### src/rtl/glb_dual_port_arbiter.sv
// Shares one negedge-sampled dual-port GLB RAM between N_REQ clients: up to two
// round-robin grants per cycle, same-address hazard blocking, tagged read return.
module glb_dual_port_arbiter #(
  parameter int DATA_WIDTH = 16,
  parameter int DEPTH      = 4,
  parameter int ADDR       = $clog2(DEPTH),
  parameter int N_REQ      = 4
) (
  input  logic                        core_clk,
  input  logic                        rst_n,
  input  logic                        en,
  input  logic [N_REQ-1:0]            req_valid,
  input  logic [N_REQ-1:0]            req_we,
  input  logic [N_REQ*ADDR-1:0]       req_addr,
  input  logic [N_REQ*DATA_WIDTH-1:0] req_wdata,
  output logic [N_REQ-1:0]            req_ready,
  output logic [N_REQ-1:0]            rsp_valid,
  output logic [DATA_WIDTH-1:0]       rsp_rdata_a,
  output logic [DATA_WIDTH-1:0]       rsp_rdata_b,
  output logic [N_REQ-1:0]            rsp_port,
  output logic                        ram_we_a,
  output logic                        ram_re_a,
  output logic [ADDR-1:0]             ram_addr_a,
  output logic [DATA_WIDTH-1:0]       ram_wdata_a,
  input  logic [DATA_WIDTH-1:0]       ram_rdata_a,
  output logic                        ram_we_b,
  output logic                        ram_re_b,
  output logic [ADDR-1:0]             ram_addr_b,
  output logic [DATA_WIDTH-1:0]       ram_wdata_b,
  input  logic [DATA_WIDTH-1:0]       ram_rdata_b
);

  localparam int IDXW = (N_REQ > 1) ? $clog2(N_REQ) : 1;
  typedef logic [IDXW-1:0] idx_t;

  typedef struct packed {
    logic                  we;
    logic                  re;
    logic [ADDR-1:0]       addr;
    logic [DATA_WIDTH-1:0] wdata;
  } ram_cmd_t;

  typedef struct packed {
    logic vld;
    logic rd;
    idx_t idx;
  } tag_t;

  function automatic idx_t rot(input idx_t base, input int k);
    int s;
    s = int'(base) + k;
    if (s >= N_REQ) s = s - N_REQ;
    return idx_t'(s);
  endfunction

  function automatic ram_cmd_t issue(input logic g, input logic we,
                                     input logic [ADDR-1:0] addr,
                                     input logic [DATA_WIDTH-1:0] wdata,
                                     input ram_cmd_t prev);
    ram_cmd_t c;
    c    = prev;
    c.we = 1'b0;
    c.re = 1'b0;
    if (g) c = '{we: we, re: !we, addr: addr, wdata: wdata};
    return c;
  endfunction

  idx_t                  rr_ptr_q, rr_ptr_d;
  idx_t                  scan_idx  [N_REQ];
  logic [ADDR-1:0]       addr_arr  [N_REQ];
  logic [DATA_WIDTH-1:0] wdata_arr [N_REQ];
  logic                  grant_a, grant_b;
  idx_t                  win_a, win_b;
  ram_cmd_t              ram_a_q, ram_a_d, ram_b_q, ram_b_d;
  tag_t                  tag_a_q, tag_a_d, tag_b_q, tag_b_d;
  logic [N_REQ-1:0]      rsp_valid_q, rsp_valid_d, rsp_port_q, rsp_port_d;
  logic [DATA_WIDTH-1:0] rsp_rdata_a_q, rsp_rdata_a_d, rsp_rdata_b_q, rsp_rdata_b_d;

  always_comb begin
    for (int i = 0; i < N_REQ; i++) begin
      addr_arr[i]  = req_addr[i*ADDR +: ADDR];
      wdata_arr[i] = req_wdata[i*DATA_WIDTH +: DATA_WIDTH];
      scan_idx[i]  = rot(rr_ptr_q, i);
    end
  end

  // Scan from rr_ptr: first valid takes port A; the next valid requester that
  // does not collide with A (same address with a write involved) takes port B.
  always_comb begin
    // NOTE: every combinational output gets a default first so no path leaves it unassigned (no latch).
    grant_a = 1'b0;
    grant_b = 1'b0;
    win_a   = '0;
    win_b   = '0;
    for (int k = 0; k < N_REQ; k++) begin
      if (req_valid[scan_idx[k]]) begin
        if (!grant_a) begin
          grant_a = 1'b1;
          win_a   = scan_idx[k];
        end else if (!grant_b &&
                     !((addr_arr[scan_idx[k]] == addr_arr[win_a]) &&
                       (req_we[scan_idx[k]] || req_we[win_a]))) begin
          grant_b = 1'b1;
          win_b   = scan_idx[k];
        end
      end
    end
    // Reset also masks grants so nothing looks accepted while rst_n is low.
    if (!(en && rst_n)) begin
      grant_a = 1'b0;
      grant_b = 1'b0;
    end
  end

  always_comb begin
    req_ready = '0;
    if (grant_a) req_ready[win_a] = 1'b1;
    if (grant_b) req_ready[win_b] = 1'b1;
  end

  always_comb begin
    rr_ptr_d = rr_ptr_q;
    if (grant_b)      rr_ptr_d = rot(win_b, 1);
    else if (grant_a) rr_ptr_d = rot(win_a, 1);

    ram_a_d = issue(grant_a, req_we[win_a], addr_arr[win_a], wdata_arr[win_a], ram_a_q);
    ram_b_d = issue(grant_b, req_we[win_b], addr_arr[win_b], wdata_arr[win_b], ram_b_q);
    tag_a_d = '{vld: grant_a, rd: !req_we[win_a], idx: win_a};
    tag_b_d = '{vld: grant_b, rd: !req_we[win_b], idx: win_b};
  end

  // Return stage: RAM read data is valid one cycle after issue.
  always_comb begin
    rsp_valid_d   = '0;
    rsp_port_d    = '0;
    rsp_rdata_a_d = rsp_rdata_a_q;
    rsp_rdata_b_d = rsp_rdata_b_q;
    if (tag_a_q.vld && tag_a_q.rd) begin
      rsp_valid_d[tag_a_q.idx] = 1'b1;
      rsp_rdata_a_d            = ram_rdata_a;
    end
    if (tag_b_q.vld && tag_b_q.rd) begin
      rsp_valid_d[tag_b_q.idx] = 1'b1;
      rsp_port_d[tag_b_q.idx]  = 1'b1;
      rsp_rdata_b_d            = ram_rdata_b;
    end
  end

  always_ff @(posedge core_clk or negedge rst_n) begin
    if (!rst_n) begin
      rr_ptr_q      <= '0;
      ram_a_q       <= '0;
      ram_b_q       <= '0;
      tag_a_q       <= '0;
      tag_b_q       <= '0;
      rsp_valid_q   <= '0;
      rsp_port_q    <= '0;
      rsp_rdata_a_q <= '0;
      rsp_rdata_b_q <= '0;
    end else begin
      // NOTE: state registers use non-blocking assignment so every flop samples pre-edge values.
      rr_ptr_q      <= rr_ptr_d;
      ram_a_q       <= ram_a_d;
      ram_b_q       <= ram_b_d;
      tag_a_q       <= tag_a_d;
      tag_b_q       <= tag_b_d;
      rsp_valid_q   <= rsp_valid_d;
      rsp_port_q    <= rsp_port_d;
      rsp_rdata_a_q <= rsp_rdata_a_d;
      rsp_rdata_b_q <= rsp_rdata_b_d;
    end
  end

  assign ram_we_a    = ram_a_q.we;
  assign ram_re_a    = ram_a_q.re;
  assign ram_addr_a  = ram_a_q.addr;
  assign ram_wdata_a = ram_a_q.wdata;
  assign ram_we_b    = ram_b_q.we;
  assign ram_re_b    = ram_b_q.re;
  assign ram_addr_b  = ram_b_q.addr;
  assign ram_wdata_b = ram_b_q.wdata;
  assign rsp_valid   = rsp_valid_q;
  assign rsp_port    = rsp_port_q;
  assign rsp_rdata_a = rsp_rdata_a_q;
  assign rsp_rdata_b = rsp_rdata_b_q;

  a_one_port_per_req: assert property (@(posedge core_clk) disable iff (!rst_n)
    !(tag_a_q.vld && tag_b_q.vld && (tag_a_q.idx == tag_b_q.idx)));

endmodule

### config.mk
export PLATFORM = sky130hd
export DESIGN_NAME = glb_dual_port_arbiter
export DESIGN_NICKNAME = d
export VERILOG_FILES = /design/src/rtl/glb_dual_port_arbiter.sv
export SDC_FILE = /design/constraint.sdc
export NUM_CORES = 1
export LEC_CHECK = 0
export CAP_MARGIN = 25
export CORE_UTILIZATION = 47
export CTS_BUF_LIST = sky130_fd_sc_hd__clkbuf_2 sky130_fd_sc_hd__clkbuf_4 sky130_fd_sc_hd__clkbuf_8
export DETAILED_ROUTE_END_ITERATION = 6
export PLACE_DENSITY_LB_ADDON = 0.3
export SLEW_MARGIN = 20
export SYNTH_ARGS = -nofsm -noshare
export SYNTH_HDL_FRONTEND = slang
export SYNTH_SLANG_ARGS = --single-unit
### constraint.sdc
create_clock -name core_clk -period 6.97 [get_ports core_clk]
set_input_delay 1.0455 -clock core_clk [delete_from_list [all_inputs] [get_ports core_clk]]
set_output_delay 1.0455 -clock core_clk [all_outputs]
set_load 0.005 [all_outputs]
==> flow_metrics.env, run 1 <==
export IMPL_status="finished, final reports clean"
export IMPL_rrSetupSlack_ns=2.27
export IMPL_finalSetupViolCount=0
export IMPL_die_h_um=113
export IMPL_antenna_cells=0
export IMPL_fillers=960
export IMPL_slew_headroom=0.374
export IMPL_worst_ep_arrival_time_ns=5.54
export IMPL_dp_hpwl_mm=12.9
export IMPL_clock_root_buffer="clkbuf_8"
export IMPL_fin_skew_ns=0.0180
export IMPL_yosysMostFrequentCell="nand2_1"
export IMPL_gr_total_overflow=0
export IMPL_synth_area_leader_cell="dfrtp_1"
export IMPL_clkLatencyLatePin_ns=0.36
export IMPL_total_power_uw=3950
export IMPL_clock_fmax_ghz=0.152
export IMPL_r2r_start="rr_ptr_q[0]"
export IMPL_ys_flop_type="dfrtp_1"
export IMPL_rows=40
export IMPL_whs_path_depth=2
export IMPL_grt_pass1_vias=5557
export IMPL_fin_cells=953
export IMPL_finalHoldWorstSlack_ns=0.487
export IMPL_min_from="ram_wdata_a[8]"
export IMPL_r2r_end="rr_ptr_q[0]"
export IMPL_drc=0
export IMPL_synthTopCellsByCount="nand2_1, dfrtp_1, o21ai_0, mux2i_1, mux2_2"
export IMPL_syn_area_per_cell_um2=9.38
export IMPL_synth_cell_types=79
export IMPL_drt_pass1_iter_count=5
export IMPL_port_buffers=198
export IMPL_yosys_warnings=0
export IMPL_finalCritPeriodShare=0.945
export IMPL_cap_violations=0
export IMPL_fin_crit_ns=6.59
export IMPL_initial_core_util=0.481
export IMPL_hp_class="register to register"
export IMPL_max_vdd_ir_drop_uv=199
export IMPL_powerDensity_mw_per_mm2=486
export IMPL_synthesis_nets=732
export IMPL_clockBufferDepth=2
export IMPL_yosysSeqAreaShare=0.390
export IMPL_ctsResizeCount=0
export IMPL_finalMaxSlewViolations=0
export IMPL_wl_per_cell_um=18.3
export IMPL_grt_max_degree=51
export IMPL_synth_top_area_share=0.390
export IMPL_hold_viol=0
export IMPL_via_per_inst=5.95
export IMPL_clkSlewWorstSetupHoldPaths_ns=0.09
export IMPL_rsz0062_at_grt="no"
export IMPL_coreArea_mm2=0.0120
export IMPL_cts_buffers=9
export IMPL_ys_ff_latch=90
export IMPL_cp_required_ns=5.92
export IMPL_p_leak_uw=0.00358
export IMPL_grt_use_total=0.273
export IMPL_place_gp_congestion=0.987
export IMPL_tightest_slew_ns=0.937
export IMPL_ios=199
export IMPL_die_width_um=113
export IMPL_cts_sinks=90
export IMPL_dp_cells=935
export IMPL_async_reset_ff_frac=1.00
export IMPL_setup_tns_final_ns=0
export IMPL_nets=917
export IMPL_hold_path_end="ram_wdata_a[8]"
export IMPL_startpoint_type="primary input"
export IMPL_synth_edff_count=0
export IMPL_worstSetupPathType="primary input to output pin"
export IMPL_grt_pass1_wl_mm=27.4
export IMPL_drt_total_wl_mm=17.4
export IMPL_synth_area_top_cells="dfrtp_1, nand2_1, mux2i_1, mux2_2, o21ai_0"
export IMPL_syn_to_final_growth_pct=40.6
export IMPL_h_tree_depth=3
export IMPL_drtIter0Drc=342
export IMPL_num_vias=5675
export IMPL_antenna_found_initial=0
export IMPL_die_area_mm2=0.0127
export IMPL_synth_area_mm2=0.00578
export IMPL_synth_cells=616
export IMPL_cp_end_kind="output pin"
export IMPL_drive_gt1_frac=0.139
export IMPL_reg2regPathDepth=15
export IMPL_cts_tree="built"
export IMPL_crit_fanout=12
export IMPL_ant_nets=0
metal layers:
metal,up-vias,share of wire,GRT usage
met3,62,0.086,0.0680
met4,0,0.037,0.135
met2,334,0.48,0.473
met5,-,0,0
met1,2697,0.39,0.316
li1,2582,-,-
critical path: stages:
cell and delay, ns:
clkdlybuf4s50_1 0.43, mux2i_1 0.20, nand2b_1 0.24, o21ai_0 0.13, ha_1 0.33, mux2_1 0.31
o31a_1 0.36, buf_4 0.19, nand2b_1 0.16, a22o_1 0.25, nor4_4 0.43, o32a_1 0.36
nand3_2 0.32, o32ai_1 0.23, clkdlybuf4s50_1 0.55
worst max path at each step:
stage	slack, ns	end	startpoint	cells after the start
after floorplan	1.15	req_ready[0]	req_valid[1]	15
after global placement	0.38	req_ready[2]	req_valid[3]	14
after detailed placement	0.20	req_ready[3]	req_valid[2]	14
after CTS	0.18	req_ready[3]	req_valid[3]	14
after global routing	0.17	req_ready[2]	req_valid[2]	15
final	0.38	req_ready[3]	req_valid[3]	15
sequential cells by signal, summed over array words and instances, names as in the netlist, 2 cells and up:
| name | cells |
|---|---|
| ram_addr_a | 2 |
| ram_addr_b | 2 |
| ram_wdata_a | 16 |
| ram_wdata_b | 16 |
| rr_ptr_q | 2 |
| rsp_port | 4 |
| rsp_rdata_a | 16 |
| rsp_rdata_b | 16 |
| rsp_valid | 4 |
| tag_a_q | 4 |
| tag_b_q | 4 |
cells by family (layout without fill, tap and decap cells):
group                    after synthesis  after routing  share of synthesized area
AO/OA/AOI/OAI                        135            135                      0.171
buffers and inverters                 62            252                     0.0515
XOR/XNOR                               8              8                     0.0134
flip-flops                            90             90                      0.390
AND/OR/NAND/NOR                      226            226                      0.179
adder cells (fa/ha/maj)                1              1                    0.00216
multiplexers                          94             94                      0.194
what timing repair did:
action | in CTS | in global routing
buffers inserted | 0 | 2
hold buffers | 0 | 0
hold endpoints to repair | 0 | 0
endpoints found under the setup margin | 0 | 2
power breakdown:
part           switching, uW  leakage (uW)  internal (uW)
sequential               145       0.00111            757
combinational           1370       0.00235           1270
clock                    181      0.000120            226
total                   1700       0.00358           2260
placed cells by master, fill, tap and decap left out, drive strengths merged, types with 13 or more instances in the layout:
| master | count |
|---|---|
| mux2i | 45 |
| inv | 16 |
| clkdlybuf4s50 | 197 |
| nor2 | 22 |
| buf | 22 |
| nand2 | 141 |
| a21oi | 13 |
| dfrtp | 90 |
| o21ai | 54 |
| mux2 | 39 |
| nand3 | 29 |
| o221ai | 16 |
final cells by class:
cell class | instances | area, um2 | area share
Multi-Input combinational cell | 464 | 3260 | 0.401
Clock inverter | 4 | 73.8 | 0.00908
Inverter | 17 | 63.8 | 0.00785
Timing Repair Buffer | 219 | 2140 | 0.263
Clock buffer | 12 | 159 | 0.0196
Tap cell | 147 | 184 | 0.0226
Sequential cell | 90 | 2250 | 0.277
per-stage QoR:
step / area (um2) / utilization / worst slack [ns]
after floorplan: 5780 / - / 1.15
after global placement: 7880 / 0.656 / 0.382
after detailed placement: 7880 / 0.656 / 0.204
after CTS: 8110 / 0.675 / 0.181
after global routing: 8130 / 0.677 / 0.167
final: 8130 / 0.677 / 0.382
Note: power is estimated with default switching activity, not from simulation.
==> run 2, diff against run 1 <==
--- a/config.mk
+++ b/config.mk
@@ -5,6 +5,7 @@
 export SDC_FILE = /design/constraint.sdc
 export NUM_CORES = 1
 export LEC_CHECK = 0
+export ABC_AREA = 1
 export CAP_MARGIN = 25
 export CORE_UTILIZATION = 47
 export CTS_BUF_LIST = sky130_fd_sc_hd__clkbuf_2 sky130_fd_sc_hd__clkbuf_4 sky130_fd_sc_hd__clkbuf_8
@@ -14,3 +15,4 @@
 export SYNTH_ARGS = -nofsm -noshare
 export SYNTH_HDL_FRONTEND = slang
 export SYNTH_SLANG_ARGS = --single-unit
+export TNS_END_PERCENT = 100
==> flow_metrics.env, run 2 <==
export IMPL_status="finished, final reports clean"
export IMPL_yosysSeqAreaShare=0.388
export IMPL_clock_fmax_ghz=0.168
export IMPL_via_per_inst=5.28
export IMPL_whs_path_depth=2
export IMPL_synth_area_leader_cell="dfrtp_1"
export IMPL_dp_hpwl_mm=12.2
export IMPL_synthesis_nets=869
export IMPL_stdcell_area_mm2=0.00806
export IMPL_syn_area_per_cell_um2=7.71
export IMPL_startpoint_type="register"
export IMPL_max_vdd_ir_drop_uv=382
export IMPL_drive_gt1_frac=0.140
export IMPL_yosys_warnings=0
export IMPL_antenna_found_initial=0
export IMPL_gr_total_overflow=0
export IMPL_hold_viol=0
export IMPL_crit_fanout=45
export IMPL_powerDensity_mw_per_mm2=552
export IMPL_drt_pass1_iter_count=5
export IMPL_synth_area_top_cells="dfrtp_1, nand2_1, o211ai_2, inv_1, nand3_1"
export IMPL_cp_required_ns=5.92
export IMPL_clockBufferDepth=2
export IMPL_grt_pass1_vias=5570
export IMPL_wl_per_cell_um=15.6
export IMPL_synth_area_mm2=0.00580
export IMPL_clock_root_buffer="clkbuf_8"
export IMPL_fillers=1029
export IMPL_die_area_mm2=0.0128
export IMPL_ant_nets=0
export IMPL_coreArea_mm2=0.0120
export IMPL_grt_max_degree=55
export IMPL_cts_tree="built"
export IMPL_mostFrequentLayoutCells="nand2_1, clkdlybuf4s50_1, dfrtp_1"
export IMPL_cts_buffers=9
export IMPL_finalMaxSlewViolations=0
export IMPL_num_vias=5743
export IMPL_grt_pass1_wl_mm=27.8
export IMPL_rsz0062_at_grt="no"
export IMPL_initial_core_util=0.483
export IMPL_syn_to_final_growth_pct=38.8
export IMPL_synth_cell_types=44
export IMPL_ctsResizeCount=0
export IMPL_ios=199
export IMPL_synth_top_area_share=0.388
export IMPL_async_reset_ff_frac=1.00
export IMPL_clkSlewWorstSetupHoldPaths_ns=0.08
export IMPL_reg2regPathDepth=24
export IMPL_fin_skew_ns=0.0145
export IMPL_final_common_cell="nand2_1"
export IMPL_cp_end_kind="output pin"
export IMPL_dpl_cell_area_mm2=0.00781
export IMPL_die_h_um=113
export IMPL_fin_crit_ns=5.95
export IMPL_hp_class="register to register"
export IMPL_slew_headroom=0.367
export IMPL_synthTopCellsByCount="nand2_1, dfrtp_1, inv_1, nand3_1, nor2_1"
export IMPL_die_width_um=113
export IMPL_place_gp_congestion=0.961
export IMPL_nets=1052
export IMPL_cap_violations=0
export IMPL_setup_tns_final_ns=0
export IMPL_post_cts_buffers=0
export IMPL_drc=0
export IMPL_hold_buffers=0
export IMPL_port_buffers=198
export IMPL_cts_sinks=90
export IMPL_drtIter0Drc=298
export IMPL_ys_flop_type="dfrtp_1"
export IMPL_synth_cells=753
export IMPL_h_tree_depth=3
export IMPL_synth_edff_count=0
export IMPL_worst_ep_arrival_time_ns=4.90
export IMPL_grt_use_total=0.276
export IMPL_worstSetupPathType="register to output pin"
export IMPL_p_leak_uw=0.00384
export IMPL_finalSetupViolCount=0
export IMPL_clkLatencyLatePin_ns=0.37
export IMPL_finalCritPeriodShare=0.854
export IMPL_yosysMostFrequentCell="nand2_1"
export IMPL_ys_ff_latch=90
export IMPL_antenna_cells=0
export IMPL_rows=40
export IMPL_drt_total_wl_mm=16.9
export IMPL_tightest_slew_ns=0.947
run 2: cell types whose count changed after synthesis, sizes merged, moves of 12 or more:
cell / change
clkbuf: -16
o21ai: -30
mux2i: -45
nand3: +42
inv: +66
mux2: -23
a31oi: +17
nor2: +12
o221ai: -14
nand2: +153
o211ai: +30
run 2: per-layer routing:
| layer | up-vias | global-route usage | share of wire | wire length [um] |
|---|---|---|---|---|
| met5 | - | 0 | 0 | 0 |
| met4 | 0 | 0.116 | 0.033 | 554 |
| met3 | 42 | 0.0525 | 0.065 | 1100 |
| met2 | 249 | 0.456 | 0.47 | 7980 |
| met1 | 2621 | 0.355 | 0.43 | 7300 |
| li1 | 2831 | - | - | - |
run 2: logic make-up after synthesis:
logic type	count (synthesis)	synth area share
flops	90	0.388
xor+xnor	2	0.00302
fa+ha+maj	1	0.00216
buf+inv	116	0.0910
compound gates	118	0.158
simple gates	410	0.327
mux	16	0.0310
run 2: final cells by class:
| cell class | instances | area (um2) | share of cell area |
|---|---|---|---|
| clock buffer | 12 | 153 | 0.0189 |
| clock inverter | 4 | 98.8 | 0.0123 |
| inverter | 84 | 322 | 0.0399 |
| multi-input combinational | 547 | 3020 | 0.375 |
| sequential | 90 | 2250 | 0.280 |
| tap | 147 | 184 | 0.0228 |
| timing repair buffer | 204 | 2020 | 0.251 |
run 2: worst max-delay path: stages, from the launching register on:
cell             delay, ns
dfrtp_1               0.85
inv_2                 0.34
nand2_4               0.16
nand3_2               0.12
nand2_2               0.18
ha_1                  0.40
nand3b_2              0.24
nand2_4               0.10
nand2_4               0.12
nand2_4               0.08
nand2_1               0.06
nand3_1               0.08
nand3b_1              0.10
nand2_1               0.07
inv_1                 0.06
nor2_2                0.05
nor2_2                0.11
nand3_2               0.11
nand2_4               0.42
inv_2                 0.07
o21ai_0               0.23
clkdlybuf4s50_1       0.57
run 2: power breakdown:
group / switching (uW) / leakage, uW / internal (uW)
logic: 1870 / 0.00262 / 1210
registers: 147 / 0.00110 / 772
clock network: 187 / 0.000128 / 257
total: 2200 / 0.00384 / 2240
run 2: final timing paths:
path	from	to	slack (ns)
setup / recovery	rr_ptr_q[0]	req_ready[3]	1.02
hold / removal	rsp_rdata_a[15]	rsp_rdata_a[15]	0.48
setup reg to reg	rr_ptr_q[0]	ram_re_b	2.37
hold reg to reg	rsp_rdata_a[15]	rsp_rdata_a[15]	0.48
max in group asynchronous	rst_n	tag_a_q[1]	5.28
min in group asynchronous	rst_n	rsp_rdata_b[10]	0.64
run 2: per-stage QoR:
stage	setup WS [ns]	cells	utilization	hold slack, ns	total power, uW
6_report	1.02	1088	0.671	0.482	4450
5_1_grt	0.549	1088	0.671	0.500	4870
4_1_cts	0.993	1088	0.671	0.489	4470
3_5_place_dp	1.01	1072	0.650	0.465	4020
3_3_place_gp	1.10	1072	0.650	0.460	3970
2_1_floorplan	2.55	753	-	0.444	3050
==> run 3, diff against run 2 <==
--- a/config.mk
+++ b/config.mk
@@ -10,6 +10,7 @@
 export CORE_UTILIZATION = 47
 export CTS_BUF_LIST = sky130_fd_sc_hd__clkbuf_2 sky130_fd_sc_hd__clkbuf_4 sky130_fd_sc_hd__clkbuf_8
 export DETAILED_ROUTE_END_ITERATION = 6
+export GPL_TIMING_DRIVEN = 0
 export PLACE_DENSITY_LB_ADDON = 0.3
 export SLEW_MARGIN = 20
 export SYNTH_ARGS = -nofsm -noshare
==> constraint.sdc (replaced) <==
create_clock -name core_clk -period 6.7 [get_ports core_clk]
set_input_delay 1.005 -clock core_clk [delete_from_list [all_inputs] [get_ports core_clk]]
set_output_delay 1.005 -clock core_clk [all_outputs]
set_load 0.005 [all_outputs]
==> flow_metrics.env, run 3 (same netlist as run 2, synthesis figures left out) <==
export IMPL_hold_path_end="rsp_rdata_a[14]"
export IMPL_cts_sinks=90
export IMPL_ctsResizeCount=0
export IMPL_grt_pass1_wl_mm=28.7
export IMPL_syn_to_final_growth_pct=40.8
export IMPL_grt_util_met2=0.502
export IMPL_antenna_found_initial=0
export IMPL_grt_pass1_vias=5605
export IMPL_seqCellArea_mm2=0.00225
export IMPL_drt_total_wl_mm=18.4
export IMPL_tightest_slew_ns=0.746
export IMPL_grt_max_degree=52
export IMPL_r2r_end="ram_wdata_b[3]"
export IMPL_clockBufferDepth=2
export IMPL_hold_buffers=0
export IMPL_finalSetupViolCount=0
export IMPL_cap_violations=0
export IMPL_powerDensity_mw_per_mm2=586
export IMPL_gr_total_overflow=0
export IMPL_place_ws_ns=0.472
export IMPL_nets=1079
export IMPL_whs_path_depth=2
export IMPL_via_per_inst=5.42
export IMPL_hp_class="register to register"
export IMPL_final_common_cell="nand2_1"
export IMPL_clock_root_buffer="clkbuf_8"
export IMPL_max_vdd_ir_drop_uv=340
export IMPL_fillers=1020
export IMPL_finalHoldWorstSlack_ns=0.483
export IMPL_drt_pass1_iter_count=5
export IMPL_rows=40
export IMPL_startpoint_type="primary input"
export IMPL_p_leak_uw=0.00391
export IMPL_path_buf_inv=7
export IMPL_die_h_um=113
export IMPL_clock_fmax_ghz=0.161
export IMPL_crit_fanout=10
export IMPL_drive_gt1_frac=0.149
export IMPL_slew_headroom=0.503
export IMPL_finalCritPeriodShare=0.926
export IMPL_use_met3=0.0525
export IMPL_critical_path_slowest_cell="clkdlybuf4s50_1"
export IMPL_port_buffers=198
export IMPL_path_common_cell="nand3_1"
export IMPL_dp_hpwl_mm=14.0
export IMPL_cts_tree="built"
export IMPL_fin_crit_ns=6.21
export IMPL_path_cells="clkdlybuf4s50_1, inv_1, nand2_1, nand3_2, nand2_2, ha_1, clkbuf_1, nand3_1, nand2_2, nand2_1, nand3_1, nand3_1, nand3_1, inv_1, nand2_1, nand3_1, nand2_1, nand3_1, nand2_4, inv_2, buf_6, o21ai_0, clkdlybuf4s50_1"
export IMPL_die_area_mm2=0.0128
export IMPL_cp_end_kind="output pin"
export IMPL_min_from="rsp_rdata_a[14]"
export IMPL_hold_viol=0
export IMPL_wl_per_cell_um=16.6
export IMPL_drc=0
export IMPL_clkSlewWorstSetupHoldPaths_ns=0.07
export IMPL_met1_usage=0.371
export IMPL_initial_core_util=0.483
export IMPL_worstSetupPathType="primary input to output pin"
export IMPL_rrSetupSlack_ns=2.77
export IMPL_mostFrequentLayoutCells="nand2_1, clkdlybuf4s50_1, dfrtp_1"
export IMPL_die_width_um=113
export IMPL_multi_input_area_mm2=0.00302
export IMPL_ios=199
export IMPL_cts_buffers=9
export IMPL_h_tree_depth=3
export IMPL_drtIter0Drc=457
export IMPL_place_gp_congestion=0.933
export IMPL_worst_ep_arrival_time_ns=5.20
export IMPL_ant_nets=0
export IMPL_grt_use_total=0.292
export IMPL_clkLatencyLatePin_ns=0.36
export IMPL_reg2regPathDepth=23
export IMPL_finalMaxSlewViolations=0
export IMPL_cp_required_ns=5.69
export IMPL_coreArea_mm2=0.0120
export IMPL_status="finished, final reports clean"
export IMPL_postLayoutSetupSlackWorst_ns=0.493
export IMPL_antenna_cells=0
export IMPL_slowest_delay_ns=0.59
export IMPL_post_cts_buffers=0
export IMPL_fin_skew_ns=0.0108
export IMPL_rsz0062_at_grt="no"
export IMPL_critPathTopFamily="simple AND/OR/NAND/NOR gates"
export IMPL_grt_busiest_layer="met2"
export IMPL_r2r_start="rr_ptr_q[0]"
export IMPL_num_vias=6037
[run 3: changes by cell type in the layout (fill, tap and decap cells not counted), sizes merged]
| cell | delta |
|---|---|
| buf | +14 |
| clkbuf | +13 |
| bufinv | -3 |
| clkinv | +1 |
[run 3: worst max-delay path by stage]
stage,cells past startpoint,slack [ns],end,from
after floorplan,21,2.36,req_ready[3],req_valid[3]
after detailed placement,23,0.47,req_ready[3],req_valid[3]
after CTS,23,0.47,req_ready[3],req_valid[3]
after global routing,23,0.20,req_ready[3],req_valid[3]
final,23,0.49,req_ready[3],req_valid[3]
after global placement,9,-1.21,req_ready[3],rst_n
[run 3: layout make-up]
cell class | count | area share
sequential | 90 | 0.276
buffer | 32 | 0.0253
multi-input combinational | 547 | 0.370
inverter | 84 | 0.0394
clock buffer | 12 | 0.0194
timing repair buffer | 199 | 0.246
clock inverter | 2 | 0.00168
tap | 147 | 0.0225
[run 3: report_power, final]
group          switching [uW]  internal, uW  leakage, uW
Combinational            2130          1380      0.00272
Sequential                131           804      0.00110
Clock                     186           155    0.0000917
Total                    2450          2340      0.00391
[run 3: metal layers]
layer | share of wire | vias up
li1 | - | 2890
met1 | 0.42 | 2795
met2 | 0.48 | 317
met3 | 0.084 | 35
met4 | 0.019 | 0
met5 | 0 | -
[run 3: worst register-to-register path, delay by kind of cell (launching register included)]
kind                       cells  cell delay, ns
DFF                            1            0.50
adders and majority gates      1            0.25
and+or+nand+nor               16            1.99
AOI/OAI and AO/OA              1            0.12
buffers and inverters          5            0.96
[run 3: metrics by stage]
step           area [um2]  instances  TNS (ns)  utilization  power [uW]
3_5_place_dp         8000       1099         0        0.666        4410
6_report             8170       1113         0        0.680        4790
4_1_cts              8170       1113         0        0.680        4760
3_3_place_gp         7970       1098     -3.73        0.664        4340
2_1_floorplan        5800        753         0            -        3180
5_1_grt              8170       1113         0        0.680        5160
